===== src/rtl/rast_params_pkg.sv =====
// Shared rasterizer parameters and types.
// Holds the coordinate format, the iterator state encoding, the one-hot
// subsample rate codes, and the mapping from rate code to sample step.
package rast_params;

  localparam int SIGFIG = 24;  // bits per coordinate/color value (signed fixed point)
  localparam int RADIX  = 10;  // fraction bits; one pixel = 1<<RADIX
  localparam int VERTS  = 3;   // vertices per micropolygon
  localparam int AXIS   = 3;   // axes per vertex
  localparam int COLORS = 3;   // color channels

  typedef logic signed [SIGFIG-1:0] coord_t;
  typedef coord_t vert_t [AXIS];

  typedef enum logic {IDLE, WALK} iter_state_t;

  localparam logic [3:0] SS_1X  = 4'b1000;
  localparam logic [3:0] SS_4X  = 4'b0100;
  localparam logic [3:0] SS_16X = 4'b0010;
  localparam logic [3:0] SS_64X = 4'b0001;

  // Sample pitch for a rate code. Anything that is not a recognised
  // one-hot code falls back to one sample per pixel.
  function automatic coord_t step_from_code(input logic [3:0] code);
    case (code)
      SS_4X:   return coord_t'(1 << (RADIX - 1));
      SS_16X:  return coord_t'(1 << (RADIX - 2));
      SS_64X:  return coord_t'(1 << (RADIX - 3));
      default: return coord_t'(1 << RADIX);
    endcase
  endfunction

endpackage


===== src/rtl/iter_next_pos.sv =====
// Combinational raster-order successor for the box walker.
// Ports:
//   x, y        current sample position
//   ll_x        left edge of the box (row restart column)
//   ur_x, ur_y  inclusive upper-right corner of the box
//   step        sample pitch
//   next_x/y    following sample position (holds current when last)
//   last        current sample is the final one in the box
module iter_next_pos
  import rast_params::*;
(
  input  coord_t x,
  input  coord_t y,
  input  coord_t ll_x,
  input  coord_t ur_x,
  input  coord_t ur_y,
  input  coord_t step,
  output coord_t next_x,
  output coord_t next_y,
  output logic   last
);

  // One guard bit so that stepping past the top of the coordinate range
  // compares as "beyond the box" instead of wrapping negative.
  logic signed [SIGFIG:0] nx_w;
  logic signed [SIGFIG:0] ny_w;
  logic signed [SIGFIG:0] urx_w;
  logic signed [SIGFIG:0] ury_w;

  assign nx_w  = {x[SIGFIG-1], x} + {step[SIGFIG-1], step};
  assign ny_w  = {y[SIGFIG-1], y} + {step[SIGFIG-1], step};
  assign urx_w = {ur_x[SIGFIG-1], ur_x};
  assign ury_w = {ur_y[SIGFIG-1], ur_y};

  always_comb begin
    next_x = x;
    next_y = y;
    last   = 1'b0;
    if (nx_w <= urx_w) begin
      next_x = nx_w[SIGFIG-1:0];
    end else if (ny_w <= ury_w) begin
      next_x = ll_x;
      next_y = ny_w[SIGFIG-1:0];
    end else begin
      last = 1'b1;
    end
  end

endmodule


===== src/rtl/bbox_sample_iter.sv =====
// Bounding-box sample iterator.
// Accepts one triangle with its clamped bounding box and walks every sample
// position inside the box in raster order (x fastest), one beat per cycle.
// Ports:
//   clk, rst              clock, synchronous active-high reset
//   tri_in, color_in      triangle vertices and color (latched on accept)
//   box_in                {ur.y, ur.x, ll.y, ll.x}, signed
//   subsamp_in            one-hot subsample rate
//   in_valid / in_ready   upstream handshake (ready only while idle)
//   tri_out, color_out    latched triangle and color
//   sample_out            {y, x} of the current sample
//   out_valid / out_ready downstream handshake
module bbox_sample_iter
  import rast_params::*;
(
  input  logic                           clk,
  input  logic                           rst,
  input  logic [VERTS*AXIS*SIGFIG-1:0]   tri_in,
  input  logic [COLORS*SIGFIG-1:0]       color_in,
  input  logic [2*2*SIGFIG-1:0]          box_in,
  input  logic [3:0]                     subsamp_in,
  input  logic                           in_valid,
  output logic                           in_ready,
  output logic [VERTS*AXIS*SIGFIG-1:0]   tri_out,
  output logic [COLORS*SIGFIG-1:0]       color_out,
  output logic [2*SIGFIG-1:0]            sample_out,
  output logic                           out_valid,
  input  logic                           out_ready
);

  // box_w: 0 = ll.x, 1 = ll.y, 2 = ur.x, 3 = ur.y
  coord_t box_w [4];

  genvar gi;
  generate
    for (gi = 0; gi < 4; gi++) begin : g_box
      assign box_w[gi] = box_in[gi*SIGFIG +: SIGFIG];
    end
  endgenerate

  iter_state_t                   state_reg, state_next;
  logic [VERTS*AXIS*SIGFIG-1:0]  tri_reg;
  logic [COLORS*SIGFIG-1:0]      color_reg;
  coord_t                        ll_x_reg, ur_x_reg, ur_y_reg, step_reg;
  coord_t                        x_reg, y_reg;
  logic                          degen_reg;

  coord_t next_x, next_y;
  logic   last_w;
  logic   walk_done;
  logic   accept;
  logic   advance;

  iter_next_pos u_next (
    .x      (x_reg),
    .y      (y_reg),
    .ll_x   (ll_x_reg),
    .ur_x   (ur_x_reg),
    .ur_y   (ur_y_reg),
    .step   (step_reg),
    .next_x (next_x),
    .next_y (next_y),
    .last   (last_w)
  );

  // An inverted box yields only its ll sample; without the flag an inverted
  // y range with a valid x range would still walk along x.
  assign walk_done = last_w | degen_reg;
  assign accept    = (state_reg == IDLE) && in_valid;
  assign advance   = (state_reg == WALK) && out_ready && !walk_done;

  always_comb begin
    state_next = state_reg;
    case (state_reg)
      IDLE:    if (in_valid) state_next = WALK;
      WALK:    if (out_ready && walk_done) state_next = IDLE;
      default: state_next = IDLE;
    endcase
  end

  always_ff @(posedge clk) begin
    if (rst) begin
      state_reg <= IDLE;
      tri_reg   <= '0;
      color_reg <= '0;
      ll_x_reg  <= '0;
      ur_x_reg  <= '0;
      ur_y_reg  <= '0;
      step_reg  <= '0;
      x_reg     <= '0;
      y_reg     <= '0;
      degen_reg <= 1'b0;
    end else begin
      state_reg <= state_next;
      if (accept) begin
        tri_reg   <= tri_in;
        color_reg <= color_in;
        ll_x_reg  <= box_w[0];
        ur_x_reg  <= box_w[2];
        ur_y_reg  <= box_w[3];
        step_reg  <= step_from_code(subsamp_in);
        x_reg     <= box_w[0];
        y_reg     <= box_w[1];
        degen_reg <= (box_w[0] > box_w[2]) || (box_w[1] > box_w[3]);
      end else if (advance) begin
        x_reg <= next_x;
        y_reg <= next_y;
      end
    end
  end

  // Ready is derived from state only (plus reset), never from out_ready.
  assign in_ready   = (state_reg == IDLE) && !rst;
  assign out_valid  = (state_reg == WALK);
  assign tri_out    = tri_reg;
  assign color_out  = color_reg;
  assign sample_out = {y_reg, x_reg};

endmodule


===== config.mk =====
export PLATFORM = sky130hd
export DESIGN_NAME = bbox_sample_iter
export DESIGN_NICKNAME = d
export VERILOG_FILES = /design/src/rtl/rast_params_pkg.sv /design/src/rtl/iter_next_pos.sv /design/src/rtl/bbox_sample_iter.sv
export SDC_FILE = /design/constraint.sdc
export NUM_CORES = 1
export LEC_CHECK = 0
export ABC_AREA = 1
export CAP_MARGIN = 5
export CORE_AREA = 5 5 277 279
export DETAILED_ROUTE_END_ITERATION = 8
export DIE_AREA = 0 0 282 284
export GPL_TIMING_DRIVEN = 0
export HOLD_SLACK_MARGIN = 0.08
export PLACE_DENSITY = 0.51
export SYNTH_ARGS = -nofsm -noshare
export SYNTH_HDL_FRONTEND = slang
export SYNTH_SLANG_ARGS = --single-unit

===== constraint.sdc =====
create_clock -name clk -period 5.12 [get_ports clk]
set_input_delay 1.024 -clock clk [delete_from_list [all_inputs] [get_ports clk]]
set_output_delay 1.024 -clock clk [all_outputs]
set_load 0.01 [all_outputs]

==> flow_summary_export.csv <==
group,metric,value,unit
status,status,"finished, final reports clean",
clock_tree,clock_sinks,414,
timing,setup_total_negative_slack,0,ns
detailed_routing,drc,0,
power,swShare,33.2,%
setup_path,start_kind,"flop",
setup_path,path_max_fanout,10,
detailed_routing,wl_per_cell,21.5,um
finish,synthToLayoutAreaGrowth,55.8,%
logic_synthesis,synth_edf_count,0,
timing,relSlewSlack,33.5,%
finish,drive_above_1_share,3.35,%
logic_synthesis,ys_seq_elements,414,
power,p_clk_share,34.3,%
global_route,grt_pass1_vias,19300,
hold_path,hold_class,"flop to flop",
floorplan,io_pins,730,
clock_tree,cts_root_buf,"clkbuf_16",
clock_tree,cts_buffers,52,
setup_path,r2r_cells,26,
global_route,grt_pass1_wl,132,mm
floorplan,die_h,284,um
detailed_routing,met1_length,38.8,mm
logic_synthesis,synth_cells,2519,
detailed_routing,top_layer_used,"met5",
timing,layout_min_cycle_time,4.70,ns
global_route,grtUsageTotal,22.1,%
timing,tightest_slew,0.997,ns
timing,setup_viol,0,
floorplan,start_util,24.9,%
logic_synthesis,ys_async_sr_fraction,0,%
place,post_dp_cell_area,0.0269,sq mm
place,gp_congestion,0.931,
logic_synthesis,yosysWarnings,0,
setup_path,critPathArrivalTime,5.16,ns
place,portBuffers,729,
setup_path,cpLargestDelayFamily,"simple AND/OR/NAND/NOR gates",
finish,fillers,7826,
setup_path,critical_path.reg2reg.endpoint,"x_reg[4]",
setup_path,crit_buf_inv,4,
timing,slew_viol_final,0,
setup_path,endpoint_kind,"flop",
logic_synthesis,synth_area_per_cell,7.30,sq um
floorplan,rows,100,
timing,rsz0062_at_grt,"no",
setup_path,cp_slowest_cell,"o21ai_0",
finish,nNetsFinal,3802,
power,total_power,10900,uW
setup_path,cp_num_cells,26,
detailed_routing,drtAntennaViolNets,0,
setup_path,cpMostUsedCell,"nand2_1",
setup_path,required,5.59,ns
run,cap_violations,0,
clock_tree,cts_hold_buf,0,
logic_synthesis,synth_cell_types,45,
logic_synthesis,synth-seq-area-share,45.1,%
global_route,antenna_found_initial,22,
global_route,grt_max_degree,14,
power,combPwrFrac,30.2,%
floorplan,core-area,0.0739,sq mm
floorplan,die_area,0.0801,sq mm
place,post-dp-hpwl,75.1,mm
finish,final_area,0.0286,sq mm
setup_path,critPathMaxStageDelay,0.48,ns
power,p_leak,0.0121,uW
timing,hold_viol_final,0,
clock_tree,insertion_delay,0.59,ns
setup_path,rrSetupSlack,0.42,ns
clock_tree,cts_setup_buffers,0,
clock_tree,cts_resized,0,
detailed_routing,wl_met3,6.88,mm
finish,largest_register_ffs,216,
timing,skew,0.0250,ns
power,power.switching,3630,uW
floorplan,die_w,282,um
clock_tree,htreeDepth,2,
clock_tree,path_clk_slew,0.06,ns
setup_path,worstSetupEndpoint,"x_reg[4]",
setup_path,critPathLaunch,"step_reg[7]",
clock_tree,cts_tree,"done",
clock_tree,clockBufferDepth,3,
logic_synthesis,synthesis.area,0.0184,sq mm
power,ir_worst_vdd,0.258,mV
global_route,overflow,0,
logic_synthesis,synthFlopType,"dfxtp_1",
power,seqPwrFrac,35.5,%
detailed_routing,wl,93.0,mm
logic_synthesis,synth.net_count,3019,
detailed_routing,drtIter0Drc,1140,
detailed_routing,vias,19600,
power,internal_power,7300,uW
timing,finalCritPeriodShare,91.7,%
timing,max_freq,213,MHz
setup_path,worstReg2RegStart,"step_reg[7]",
detailed_routing,dr_wl_met2,45.4,mm
detailed_routing,dr.pass1.iters,5,
power,power.density,382,mW/mm^2
setup_path,critical_path_class,"flop to flop",
detailed_routing,via_per_inst,4.53,
## tightest hold or removal path: stages (launching register included)
cell	delay [ns]
dfxtp_1	0.30
nand2_1	0.06
a21oi_1	0.05
## synthesized netlist by cell type, types with 3 or more instances
cell        n  share of area (%)
xor2_1     18               0.86
nor3_1     15               0.41
a21oi_1   130                3.5
nand3b_1   13               0.53
o21a_1      6               0.25
nand2_4     4               0.25
a21oi_2    10               0.48
nor2_1    708                 14
xnor2_1     3               0.14
dfxtp_1   414                 45
mux2i_1     3               0.16
clkbuf_1  131                2.7
buf_2       7               0.19
inv_1     187                3.8
nand3_1    37                1.0
nand4_1    20               0.68
ha_1      106                7.2
o21ai_0   416                 11
nand2_1   250                5.1
nand2_2     5               0.17
a21o_1      3               0.12
## cell families (layout without fill, tap and decap cells)
kind of cell / Yosys count / in the layout / synth area share, %
xor+xnor: 21 / 21 / 1.00
other cells: 0 / 14 / 0
compound gates: 576 / 576 / 16.2
mux: 3 / 3 / 0.163
buf+inv: 337 / 1157 / 7.17
simple gates: 1060 / 1060 / 23.0
fa+ha+maj: 108 / 108 / 7.43
flops: 414 / 414 / 45.1
## power groups by stage
stage	Combinational (uW)	Clock (uW)	Sequential (uW)
floorplan	1510	0	4010
global placement	3300	0	3940
detailed placement	3310	0	3940
CTS	3330	3860	3870
global route	3630	3980	3920
finish	3300	3750	3880
## routing by layer
metal | track usage [%] | vias to the layer above
li1 | - | 9729
met1 | 27.3 | 9139
met2 | 38.3 | 590
met3 | 6.20 | 111
met4 | 4.70 | 12
met5 | 0 | -
## worst min path at each step
stage                       from           end  depth (start not counted)
finish               ll_x_reg[9]   ll_x_reg[9]                          2
global route        ll_x_reg[15]  ll_x_reg[15]                          2
CTS                 ll_x_reg[10]  ll_x_reg[10]                          2
detailed placement  ll_x_reg[10]  ll_x_reg[10]                          2
global placement    ll_x_reg[10]  ll_x_reg[10]                          2
floorplan           ll_x_reg[10]  ll_x_reg[10]                          2
## cell type report
type                    instances  area (sq um)  area share [%]
clock inverters                 9           160           0.559
plain buffers                 145           596            2.08
inverters                     192           723            2.52
multi-input cells            1768          8780            30.6
repair buffers                729          7300            25.5
clock buffers                  82          1560            5.43
flip-flops and latches        414          8290            28.9
well taps                     969          1210            4.23
diodes                         14          35.0           0.122
## cells in the final DEF (no fill, tap or decap), drive strengths merged
cell type,synthesis,routed
dfxtp,414,414
nor3,15,15
fa,2,2
bufinv,0,4
ha,106,106
clkdlybuf4s50,0,729
nand3,38,38
nand3b,13,13
xor2,18,18
buf,14,14
a21boi,1,1
a31oi,2,2
diode,0,14
a21o,3,3
nand4,20,20
clkbuf,131,213
o21a,6,6
a32oi,1,1
or2,2,2
o211ai,1,1
o221ai,2,2
nor3b,2,2
a21oi,140,140
xnor2,3,3
clkinv,2,7
a211oi,2,2
o31ai,1,1
mux2i,3,3
nor2,709,709
nor2b,1,1
nor4,1,1
inv,190,190
o21ai,416,416
nand2,259,259
o21bai,1,1
## metrics by stage
| step | cells | hold WS [ns] | setup slack, ns | util, % |
|---|---|---|---|---|
| 2_1_floorplan | 2519 | 0.438 | 1.40 | - |
| 3_3_place_gp | 4217 | 0.447 | 0.456 | 36.4 |
| 3_5_place_dp | 4217 | 0.450 | 0.409 | 36.4 |
| 4_1_cts | 4308 | 0.464 | 0.503 | 38.7 |
| 5_1_grt | 4314 | 0.484 | 0.0163 | 38.7 |
| 6_report | 4322 | 0.459 | 0.425 | 38.7 |
(Power assumes the default switching activity.)
